$ cat config.mk
export PLATFORM = sky130hd
export DESIGN_NAME = regfile_wb_ctrl_flat
export DESIGN_NICKNAME = d
export VERILOG_FILES = /design/src/rtl/riscv_pkg.sv /design/src/rtl/regfile_wb_ctrl_if.sv /design/src/rtl/regfile_wb_ctrl_fifo.sv /design/src/rtl/regfile_wb_ctrl.sv /design/src/flat_wrapper.sv
export SDC_FILE = /design/constraint.sdc
export NUM_CORES = 1
export LEC_CHECK = 0
export ABC_CLOCK_PERIOD_IN_PS = 2500
export BUFFER_PORTS_ARGS = -buffer_cell sky130_fd_sc_hd__buf_2
export CAP_MARGIN = 10
export CORE_UTILIZATION = 45
export CTS_BUF_LIST = sky130_fd_sc_hd__clkbuf_16
export DETAILED_ROUTE_END_ITERATION = 10
export PLACE_DENSITY = 0.75
export SYNTH_ARGS = -nofsm -noshare
export SYNTH_HDL_FRONTEND = slang
export SYNTH_SLANG_ARGS = --single-unit
$ cat constraint.sdc
create_clock -name clk -period 2.5 [get_ports clk]
set_clock_uncertainty 0.2 [all_clocks]
set_input_delay 0.25 -clock clk [delete_from_list [all_inputs] [get_ports clk]]
set_output_delay 0.25 -clock clk [all_outputs]
set_load 0.02 [all_outputs]
$ cat src/rtl/riscv_pkg.sv
// Shared types and sizes for the register-file write-back path.
package riscv_pkg;

    localparam int XLEN       = 32;
    localparam int REG_ADDR_W = 5;
    localparam int NUM_REGS   = 32;

    typedef logic [REG_ADDR_W-1:0] reg_addr_t;

    typedef struct packed {
        reg_addr_t       rd;
        logic [XLEN-1:0] data;
    } wb_entry_t;

    typedef enum logic [1:0] {
        SRC_NONE,
        SRC_ALU,
        SRC_FIFO
    } wb_src_e;

endpackage

$ cat src/rtl/regfile_wb_ctrl_if.sv
// Bundle of ALU/LSU/issue/write-back signals around regfile_wb_ctrl.
// Optional WB_BYPASS_EN adds the write-back bypass outputs.
interface regfile_wb_ctrl_if #(
    parameter int DEPTH = 4
);
    import riscv_pkg::*;

    localparam int CNT_W = $clog2(DEPTH) + 1;

    logic             alu_valid;
    reg_addr_t        alu_rd;
    logic [XLEN-1:0]  alu_data;
    logic             alu_stall;
    logic             lsu_valid;
    logic             lsu_ready;
    reg_addr_t        lsu_rd;
    logic [XLEN-1:0]  lsu_data;
    logic             iss_valid;
    reg_addr_t        iss_rd;
    reg_addr_t        rs1;
    reg_addr_t        rs2;
    logic             busy_rs1;
    logic             busy_rs2;
    logic [CNT_W-1:0] fifo_count;
    logic             wb_wen;
    reg_addr_t        wb_rd;
    logic [XLEN-1:0]  wb_data;
`ifdef WB_BYPASS_EN
    logic             byp_rs1_hit;
    logic             byp_rs2_hit;
    logic [XLEN-1:0]  byp_data;
`endif

    modport master (
        output alu_valid, alu_rd, alu_data, lsu_valid, lsu_rd, lsu_data,
               iss_valid, iss_rd, rs1, rs2,
        input  alu_stall, lsu_ready, busy_rs1, busy_rs2, fifo_count,
               wb_wen, wb_rd, wb_data
`ifdef WB_BYPASS_EN
        , input byp_rs1_hit, byp_rs2_hit, byp_data
`endif
    );

    modport slave (
        input  alu_valid, alu_rd, alu_data, lsu_valid, lsu_rd, lsu_data,
               iss_valid, iss_rd, rs1, rs2,
        output alu_stall, lsu_ready, busy_rs1, busy_rs2, fifo_count,
               wb_wen, wb_rd, wb_data
`ifdef WB_BYPASS_EN
        , output byp_rs1_hit, byp_rs2_hit, byp_data
`endif
    );

endinterface

$ cat src/rtl/regfile_wb_ctrl_fifo.sv
// wb_fifo: DEPTH-entry FIFO of late load results (rd + data), synchronous reset.
module wb_fifo
    import riscv_pkg::*;
#(
    parameter int DEPTH = 4
) (
    input  logic                     clk,
    input  logic                     rst,
    input  logic                     i_push,
    input  wb_entry_t                i_entry,
    input  logic                     i_pop,
    output wb_entry_t                o_head,
    output logic                     o_full,
    output logic                     o_empty,
    output logic [$clog2(DEPTH):0]   o_count
);
    localparam int AW    = $clog2(DEPTH);
    localparam int CNT_W = AW + 1;

    wb_entry_t        r_mem [DEPTH];
    logic [AW-1:0]    r_wr_ptr;
    logic [AW-1:0]    r_rd_ptr;
    logic [CNT_W-1:0] r_count;
    logic             w_do_push;
    logic             w_do_pop;

    assign o_full    = (r_count == CNT_W'(DEPTH));
    assign o_empty   = (r_count == '0);
    assign w_do_push = i_push && !o_full;
    assign w_do_pop  = i_pop && !o_empty;
    assign o_head    = r_mem[r_rd_ptr];
    assign o_count   = r_count;

    // NOTE: storage is deliberately not reset; the count alone decides which entries are valid.
    always_ff @(posedge clk) begin
        if (w_do_push) begin
            r_mem[r_wr_ptr] <= i_entry;
        end
    end

    // Pointers are power-of-two wide so they wrap modulo DEPTH on their own.
    always_ff @(posedge clk) begin
        if (rst) begin
            r_wr_ptr <= '0;
            r_rd_ptr <= '0;
            r_count  <= '0;
        end else begin
            if (w_do_push) r_wr_ptr <= r_wr_ptr + 1'b1;
            if (w_do_pop)  r_rd_ptr <= r_rd_ptr + 1'b1;
            case ({w_do_push, w_do_pop})
                2'b10:   r_count <= r_count + 1'b1;
                2'b01:   r_count <= r_count - 1'b1;
                default: r_count <= r_count;
            endcase
        end
    end

endmodule

$ cat src/rtl/regfile_wb_ctrl.sv
// Write-back controller: merges ALU and buffered load results onto the regfile write port.
// Define WB_BYPASS_EN to add byp_rs1_hit/byp_rs2_hit/byp_data forwarding outputs.
module regfile_wb_ctrl
    import riscv_pkg::*;
#(
    parameter int DEPTH     = 4,
    parameter int MAX_DEFER = 3
) (
    input  logic               clk,
    input  logic               rst,
    regfile_wb_ctrl_if.slave   bus
);
    localparam int CNT_W = $clog2(DEPTH) + 1;
    localparam int DW    = $clog2(MAX_DEFER + 1);
    localparam logic [DW-1:0] DEFER_MAX = DW'(MAX_DEFER);

    wb_entry_t           w_lsu_entry;
    wb_entry_t           w_head;
    wb_entry_t           w_sel;
    wb_src_e             w_src;
    logic                w_push;
    logic                w_pop;
    logic                w_full;
    logic                w_empty;
    logic [CNT_W-1:0]    w_count;
    logic [DW-1:0]       r_defer;
    logic [NUM_REGS-1:0] r_busy;
    logic [NUM_REGS-1:0] w_busy_nxt;
    logic                r_wb_wen;
    reg_addr_t           r_wb_rd;
    logic [XLEN-1:0]     r_wb_data;

    assign w_lsu_entry = '{rd: bus.lsu_rd, data: bus.lsu_data};
    assign w_push      = bus.lsu_valid && !w_full;

    wb_fifo #(.DEPTH(DEPTH)) u_fifo (
        .clk     (clk),
        .rst     (rst),
        .i_push  (w_push),
        .i_entry (w_lsu_entry),
        .i_pop   (w_pop),
        .o_head  (w_head),
        .o_full  (w_full),
        .o_empty (w_empty),
        .o_count (w_count)
    );

    // The defer limit guarantees a queued load cannot be starved by back-to-back ALU results.
    always_comb begin
        w_src = SRC_NONE;
        if (!w_empty && r_defer == DEFER_MAX) w_src = SRC_FIFO;
        else if (bus.alu_valid)               w_src = SRC_ALU;
        else if (!w_empty)                    w_src = SRC_FIFO;
    end

    always_comb begin
        case (w_src)
            SRC_ALU:  w_sel = '{rd: bus.alu_rd, data: bus.alu_data};
            SRC_FIFO: w_sel = w_head;
            default:  w_sel = '0;
        endcase
    end

    assign w_pop          = (w_src == SRC_FIFO);
    assign bus.alu_stall  = bus.alu_valid && w_pop;
    assign bus.lsu_ready  = !w_full;
    assign bus.fifo_count = w_count;

    always_ff @(posedge clk) begin
        if (rst) begin
            r_defer <= '0;
        end else if (w_empty || w_pop) begin
            r_defer <= '0;
        end else if (w_src == SRC_ALU && r_defer != DEFER_MAX) begin
            r_defer <= r_defer + 1'b1;
        end
    end

    // NOTE: blocking assignments in order here make the issue-side set override a same-cycle clear.
    always_comb begin
        w_busy_nxt = r_busy;
        if (w_pop) w_busy_nxt[w_head.rd] = 1'b0;
        if (bus.iss_valid && bus.iss_rd != '0) w_busy_nxt[bus.iss_rd] = 1'b1;
        w_busy_nxt[0] = 1'b0;
    end

    always_ff @(posedge clk) begin
        if (rst) begin
            r_busy    <= '0;
            r_wb_wen  <= 1'b0;
            r_wb_rd   <= '0;
            r_wb_data <= '0;
        end else begin
            r_busy    <= w_busy_nxt;
            r_wb_wen  <= (w_src != SRC_NONE) && (w_sel.rd != '0);
            r_wb_rd   <= w_sel.rd;
            r_wb_data <= w_sel.data;
        end
    end

    assign bus.busy_rs1 = r_busy[bus.rs1];
    assign bus.busy_rs2 = r_busy[bus.rs2];
    assign bus.wb_wen   = r_wb_wen;
    assign bus.wb_rd    = r_wb_rd;
    assign bus.wb_data  = r_wb_data;

`ifdef WB_BYPASS_EN
    assign bus.byp_rs1_hit = r_wb_wen && (r_wb_rd == bus.rs1) && (bus.rs1 != '0);
    assign bus.byp_rs2_hit = r_wb_wen && (r_wb_rd == bus.rs2) && (bus.rs2 != '0);
    assign bus.byp_data    = r_wb_data;
`endif

endmodule

$ cat src/flat_wrapper.sv
// flat-port wrapper written by rule: the top's interface ports become plain ports
module regfile_wb_ctrl_flat import riscv_pkg::*;
#(
    parameter int DEPTH     = 4,
    parameter int MAX_DEFER = 3
)
  (clk, rst, bus_alu_valid, bus_alu_rd, bus_alu_data, bus_lsu_valid, bus_lsu_rd, bus_lsu_data, bus_iss_valid, bus_iss_rd, bus_rs1, bus_rs2, bus_alu_stall, bus_lsu_ready, bus_busy_rs1, bus_busy_rs2, bus_fifo_count, bus_wb_wen, bus_wb_rd, bus_wb_data);
  regfile_wb_ctrl_if #(.DEPTH(DEPTH)) bus_i ();
  input  logic clk;
  input  logic rst;
  input wire logic [$bits(bus_i.alu_valid)-1:0] bus_alu_valid;
  input wire logic [$bits(bus_i.alu_rd)-1:0] bus_alu_rd;
  input wire logic [$bits(bus_i.alu_data)-1:0] bus_alu_data;
  input wire logic [$bits(bus_i.lsu_valid)-1:0] bus_lsu_valid;
  input wire logic [$bits(bus_i.lsu_rd)-1:0] bus_lsu_rd;
  input wire logic [$bits(bus_i.lsu_data)-1:0] bus_lsu_data;
  input wire logic [$bits(bus_i.iss_valid)-1:0] bus_iss_valid;
  input wire logic [$bits(bus_i.iss_rd)-1:0] bus_iss_rd;
  input wire logic [$bits(bus_i.rs1)-1:0] bus_rs1;
  input wire logic [$bits(bus_i.rs2)-1:0] bus_rs2;
  output wire logic [$bits(bus_i.alu_stall)-1:0] bus_alu_stall;
  output wire logic [$bits(bus_i.lsu_ready)-1:0] bus_lsu_ready;
  output wire logic [$bits(bus_i.busy_rs1)-1:0] bus_busy_rs1;
  output wire logic [$bits(bus_i.busy_rs2)-1:0] bus_busy_rs2;
  output wire logic [$bits(bus_i.fifo_count)-1:0] bus_fifo_count;
  output wire logic [$bits(bus_i.wb_wen)-1:0] bus_wb_wen;
  output wire logic [$bits(bus_i.wb_rd)-1:0] bus_wb_rd;
  output wire logic [$bits(bus_i.wb_data)-1:0] bus_wb_data;
  assign bus_i.alu_valid = bus_alu_valid;
  assign bus_i.alu_rd = bus_alu_rd;
  assign bus_i.alu_data = bus_alu_data;
  assign bus_i.lsu_valid = bus_lsu_valid;
  assign bus_i.lsu_rd = bus_lsu_rd;
  assign bus_i.lsu_data = bus_lsu_data;
  assign bus_i.iss_valid = bus_iss_valid;
  assign bus_i.iss_rd = bus_iss_rd;
  assign bus_i.rs1 = bus_rs1;
  assign bus_i.rs2 = bus_rs2;
  assign bus_alu_stall = bus_i.alu_stall;
  assign bus_lsu_ready = bus_i.lsu_ready;
  assign bus_busy_rs1 = bus_i.busy_rs1;
  assign bus_busy_rs2 = bus_i.busy_rs2;
  assign bus_fifo_count = bus_i.fifo_count;
  assign bus_wb_wen = bus_i.wb_wen;
  assign bus_wb_rd = bus_i.wb_rd;
  assign bus_wb_data = bus_i.wb_data;
  regfile_wb_ctrl #(.DEPTH(DEPTH), .MAX_DEFER(MAX_DEFER)) u_core (.clk(clk), .rst(rst), .bus(bus_i));
endmodule
**Yosys cells after proc, flatten, opt, wreduce, memory -nomap -nowiden**

Memory sizes are Yosys's and may differ from the RTL's. A register that Yosys moved wholly into a read port is not among the register bits.
Cells that the tools add are included.

- Input bits: 94
- Latch bits: 0
- Word-level logic and storage cells: 69
- Memories kept: 1
- RAM bits: 148
- Output and inout bits: 45
- Register bits: 79
- ROM bits: 0

Memory list:

| memory | depth | bits a word | read ports | clocked after Yosys merged registers in | write ports | line | text |
|---|---|---|---|---|---|---|---|
| u_core.u_fifo.r_mem | 4 | 37 | 1 | 1 | 1 | regfile_wb_ctrl_fifo.sv:20 | `wb_entry_t r_mem [DEPTH];` |

- Equality and inequality tests: 7
- Mux-type cells: 19
- Magnitude comparators: 6
- Shift-type cells: 0
- Multipliers: 0
- Bitwise gates (word level): 3
- $add $sub $neg: 5
- Reductions and logical operators: 19
- Div/mod/pow operators: 0

Operators by type and width:

| operator | number |
|---|---|
| $pmux 37 s2 | 1 |
| $mux 32 | 2 |
| $and 32x32->32 | 1 |
| $not 32->32 | 1 |
| $or 32x32->32 | 1 |
| $lt 5x6->1 const B | 4 |
| $bmux 1 s5 | 2 |
| $demux 1 s5 | 2 |
| $ge 5x1->1 const B | 2 |
| $logic_and 1x1->1 | 10 |
| $mux 2 | 5 |
| $reduce_bool 5->1 | 2 |
| $add 2x1->2 const B | 3 |
| $eq 2x2->1 const B | 3 |
| $mux 1 | 6 |
| $pmux 3 s2 | 1 |
| $eq 2x1->1 const B | 2 |
| $reduce_bool 2->1 | 2 |
| $add 3x1->3 const B | 1 |
| $eq 3x3->1 const B | 1 |
| $logic_not 3->1 | 1 |
| $sub 3x1->3 const B | 1 |
| $logic_not 1->1 | 2 |
| $ne 2x2->1 const B | 1 |
| other kinds (2) | 2 |

**Depth between registers and ports, before layout**

- Depth after elaboration: 9
- Mapped depth: 10
- Mapped depth without buffers: 9

**Modules after synthesis**

From an unflattened synthesis, not the netlist that was laid out.

- Cell total of the unflattened synthesis: 635
- Area, all modules: 9120.0 um^2

Modules (own cells, without submodules):

| module | cells each | instances | area each (um^2) | sequential area each (um^2) |
|---|---|---|---|---|
| wb_fifo | 247 | 1 | 5866.9 | 4624.4 |
| regfile_wb_ctrl | 388 | 1 | 3253.1 | 1421.4 |

**Worst setup path before layout**

No wires, ideal clock.

- Kind: flip-flop to flip-flop
- Start point: register u_core.u_fifo.r_count[2] (netlist: u_core.u_fifo.o_count[2])
- End point: register u_core.u_fifo.r_count[2] (netlist: u_core.u_fifo.o_count[2])
- Path buffers: 0
- Data required time: 2.229 ns
- Slack: -0.210 ns
- Data arrival time: 2.440 ns
- Cell stages (with the launch flop): 10
- Clock period less this slack: 2.710 ns
- Library setup time: 0.071 ns
- Cell sequence: dfxtp_1 -> or3b_1 -> and2_1 -> inv_1 -> ha_1 -> inv_1 -> fa_1 -> xor2_1 -> or3_1 -> a21oi_1

- Elaborated cells between the ends (all ways): 18
- Those cells by class: add/sub: 2; eq/ne: 4; mux: 4; reduce/logical: 8

RTL lines:

| element | line | text |
|---|---|---|
| start: declaration | regfile_wb_ctrl_fifo.sv:23 | `logic [CNT_W-1:0] r_count;` |
| start signal: assignment | regfile_wb_ctrl_fifo.sv:51 | `2'b10: r_count <= r_count + 1'b1;` |
| start signal: assignment | regfile_wb_ctrl_fifo.sv:52 | `2'b01: r_count <= r_count - 1'b1;` |
| start signal: assignment | regfile_wb_ctrl_fifo.sv:53 | `default: r_count <= r_count;` |
| $eq 3x3->1 * | regfile_wb_ctrl_fifo.sv:27 | `assign o_full = (r_count == CNT_W'(DEPTH));` |
| $logic_not 1->1 * | -- |  |
| named net bus_lsu_ready | flat_wrapper.sv:22 | `output wire logic [$bits(bus_i.lsu_ready)-1:0] bus_lsu_ready;` |
| $logic_and 1x1->1 | regfile_wb_ctrl.sv:34 | `assign w_push = bus.lsu_valid && !w_full;` |
| $logic_and 1x1->1 * | regfile_wb_ctrl_fifo.sv:29 | `assign w_do_push = i_push && !o_full;` |
| $eq 2x1->1 or $eq 2x2->1 (tied branches) | regfile_wb_ctrl_fifo.sv:50 | `case ({w_do_push, w_do_pop})` |
| $pmux 3 s2 or $reduce_bool 2->1 (tied branches) | -- |  |

Mark *: on every way through the listed nets, which the timed path passes. The rest lies on a longest branch.
A chain may end at the register's enable or synchronous reset.

**Final worst setup path**

- Start point: register u_core.r_busy[31]
- End point: output bus_busy_rs2

- Cells in the longest elaborated chain, start to end: 2

Ends and longest elaborated chain:

| element | line | text |
|---|---|---|
| start: declaration | regfile_wb_ctrl.sv:27 | `logic [NUM_REGS-1:0] r_busy;` |
| start signal: assignment | regfile_wb_ctrl.sv:94 | `r_busy <= w_busy_nxt;` |
| $bmux 1 s5 | regfile_wb_ctrl.sv:102 | `assign bus.busy_rs2 = r_busy[bus.rs2];` |
| $mux 1 (not written as such) | regfile_wb_ctrl.sv:102 |  |
| end: declaration | flat_wrapper.sv:24 | `output wire logic [$bits(bus_i.busy_rs2)-1:0] bus_busy_rs2;` |

Every way passes these cells. The select of a mux whose other input is x is not followed.

==> impl_metrics.yaml <==
power:
  ir_worst_vdd_mv: 0.705
  power_density_mw_per_mm2: 904
  power.leakage_nw: 4.55
  power.total_mw: 10.7
sta:
  worst_hold_slack_ps: 30.6
  final_critical_path_setup_slack_ps: -2.80
  setup_viol: 1
  number_of_failing_hold_endpoints_at_the_final_stage: 0
  max_freq_ghz: 0.400
  max_slew.worst_pin.slew_ps: 1060
  drv_slew: 0
  rsz0062_at_grt: "true"
  slew_margin_rel: 0.293
  setup_tns_ps: -2.80
  layout_min_cycle_time_ps: 2500
  min_period_over_period: 1.00
clocking:
  clock_tree.htree_level_count: 1
  root_buffer: "sky130_fd_sc_hd__clkbuf_16"
  worst_skew_pair.late_latency_ps: 510
  cts.reportedPaths.clkPinSlew_ps: 70
  ctsLongestPathBuffers: 3
  cts_tree: "done"
  cts-buffers-inserted: 25
  cts_sink_count: 228
placement:
  placed_cells: 1008
  place_hpwl_mm: 12.9
  routabilityCongestion: 0.845
  placed_area_mm2: 0.0102
  buffer_ports.inserted: 138
grt:
  maximum_number_of_pins_on_one_net_before_global_route_repair: 40
  antenna_found_initial: 0
  globalRouteTotalUtil: 0.210
  overflow: 0
  grt_pass1_wl_mm: 32.9
  vias_in_the_first_global_route: 6237
route:
  detail_route.wl_per_cell_um: 18.8
  drc: 0
  vias: 6015
  detail_route.wirelength_mm: 21.3
  viasPerCell: 5.31
  detail_route.first_pass.iterations: 5
  dr_iter_0_viols: 473
  postRouteAntennaNets: 0
floorplanning:
  row_count: 51
  die_w_um: 144
  floorplan.initialDensity: 0.463
  placeableCoreArea_mm2: 0.0196
  total_i_o_pin_count: 139
  die_outline_area_mm2: 0.0207
  die_h_um: 144
setup_path:
  critPathLaunch: "u_core.r_busy[31]"
  rr_startpoint: "u_core.u_fifo.o_count[2]"
  critPathKind: "reg2out"
  worstPathRequired_ps: 2050
  arrival_ps: 2050
  crit_end: "bus_busy_rs2"
  worst_setup_path_start_kind: "flip-flop"
  crit_path_max_fo: 3
  crit-reg2reg-capture: "u_core.u_fifo.o_count[2]"
  reg2regPathDepth: 9
  worstSetupEndpointType: "primary output"
  reg2reg_slack_ps: 90
yosys:
  syn-mean-instance-area_um2: 14.7
  mappedNetlistArea_mm2: 0.00907
  yosysTopAreaCellShare: 0.490
  async_reset_ff_frac: 0
  synth_cells: 616
  synth.yosys.warnings: 0
  dominantRegCellSynth: "sky130_fd_sc_hd__edfxtp_1"
  synth.yosys.seq_area_share: 0.667
  number_of_register_bits_inferred_by_synthesis: 228
  most_numerous_cell_in_the_yosys_netlist: "sky130_fd_sc_hd__edfxtp_1"
  post_synthesis_cell_type_with_the_largest_combined_area: "sky130_fd_sc_hd__edfxtp_1"
  number_of_enable_type_register_cells_in_the_synthesized_netlist: 148
  synthTopCellsByCount: "sky130_fd_sc_hd__edfxtp_1, sky130_fd_sc_hd__dfxtp_1, sky130_fd_sc_hd__nand2_1, sky130_fd_sc_hd__mux4_2, sky130_fd_sc_hd__nor2_1"
  yosys-top-cells-area: "sky130_fd_sc_hd__edfxtp_1, sky130_fd_sc_hd__dfxtp_1, sky130_fd_sc_hd__mux4_2"
  syn_nets: 717
  synthDistinctLibCells: 40
status:
  failed_checks: "setup timing"
  run_status: "finished, violations left"
run:
  cap_viol_max_count: 0
finish:
  instances_no_fill: 1132
  final_net_count: 950
  final_area_mm2: 0.0118
  share_of_layout_cells_above_drive_strength_1: 0.309
  layout-area-overhead-vs-synth_pct: 30.3
  num_antenna_cells: 0
min_path:
  holdCritPathClass: "in2reg"
  startpoint_of_the_most_critical_hold_path: "bus_iss_rd[4]"
## through the flow
stage / setup WS, ps / utilization
after floorplan: 13.2 / -
after global placement: 84.6 / 0.520
after detailed placement: 31.5 / 0.520
after CTS: -16.5 / 0.602
after global routing: -117 / 0.603
final: -2.80 / 0.603
## power breakdown
part / leakage (nW) / switching [mW] / internal [mW]
logic: 2.10 / 1.37 / 1.07
registers: 2.01 / 0.145 / 4.46
clock network: 0.430 / 1.42 / 2.22
## registers in the layout, summed over array words and instances (netlist names), named ones only
register and flops:
u_core.bus.wb_data 32, u_core.bus.wb_rd 5, u_core.bus.wb_wen 1, u_core.r_busy 31
u_core.r_defer 2, u_core.u_fifo.o_count 3, u_core.u_fifo.r_mem 148, u_core.u_fifo.r_rd_ptr 2
u_core.u_fifo.r_wr_ptr 2
## routing by layer
metal  vias up  routed length [µm]  global-route usage
met4         0                 329              0.0482
met5         -                   0                   0
met2       215               10500               0.361
met3        31                1470              0.0470
met1      2975                8980               0.271
li1       2794                   -                   -
## cell type report
type,instances,area (µm²)
fill,1442,7780
clock buffer,25,626
inverter,8,30.0
multi-input combinational,347,2900
sequential,228,6060
clock inverter,20,193
tap,265,332
timing repair buffer,239,1670
## critical path, stage by stage, from the launching register on
cell and delay, ps:
sky130_fd_sc_hd__dfxtp_2 330, sky130_fd_sc_hd__mux4_2 470, sky130_fd_sc_hd__mux4_2 470, sky130_fd_sc_hd__nand2_1 70
sky130_fd_sc_hd__o31ai_1 60, sky130_fd_sc_hd__buf_2 160
## worst min path at each step
| stage | end | slack [ps] | cells past startpoint |
|---|---|---|---|
| final | u_core.r_busy[28] | 30 | 5 |
| after floorplan | u_core.u_fifo.r_mem[0][0] | 150 | 0 |
| after detailed placement | u_core.r_defer[0] | 240 | 1 |
| after global placement | u_core.r_defer[0] | 220 | 1 |
| after CTS | u_core.r_busy[28] | 6 | 5 |
| after global routing | u_core.r_busy[10] | 20 | 5 |
## kinds of logic (layout without fill, tap and decap cells)
group	count (synthesis)	after routing	synth area share
flops	228	228	0.667
simple gates	195	195	0.104
compound gates	81	81	0.0569
mux	59	59	0.138
buf+inv	41	292	0.0189
fa+ha+maj	7	7	0.0105
xor+xnor	5	5	0.00483
## cells in the final DEF, fill, tap and decap left out, types with 25 or more instances in the layout
cell and instances:
sky130_fd_sc_hd__buf_2 138, sky130_fd_sc_hd__dlygate4sd3_1 79, sky130_fd_sc_hd__nor2b_1 32, sky130_fd_sc_hd__a22oi_1 37, sky130_fd_sc_hd__dfxtp_1 71, sky130_fd_sc_hd__mux4_2 53
sky130_fd_sc_hd__nand2_1 71, sky130_fd_sc_hd__nor2_1 51, sky130_fd_sc_hd__edfxtp_1 148, sky130_fd_sc_hd__clkbuf_16 25
## timing repair
action                                 4_1_cts  5_1_grt
endpoints found under the hold margin      212        0
gates resized for setup                      3        4
buffers inserted                             0        0
setup endpoints to repair                    2        3
pin swaps                                    2        1
hold buffers                                79        0
Power figures use the tool's default switching activity.
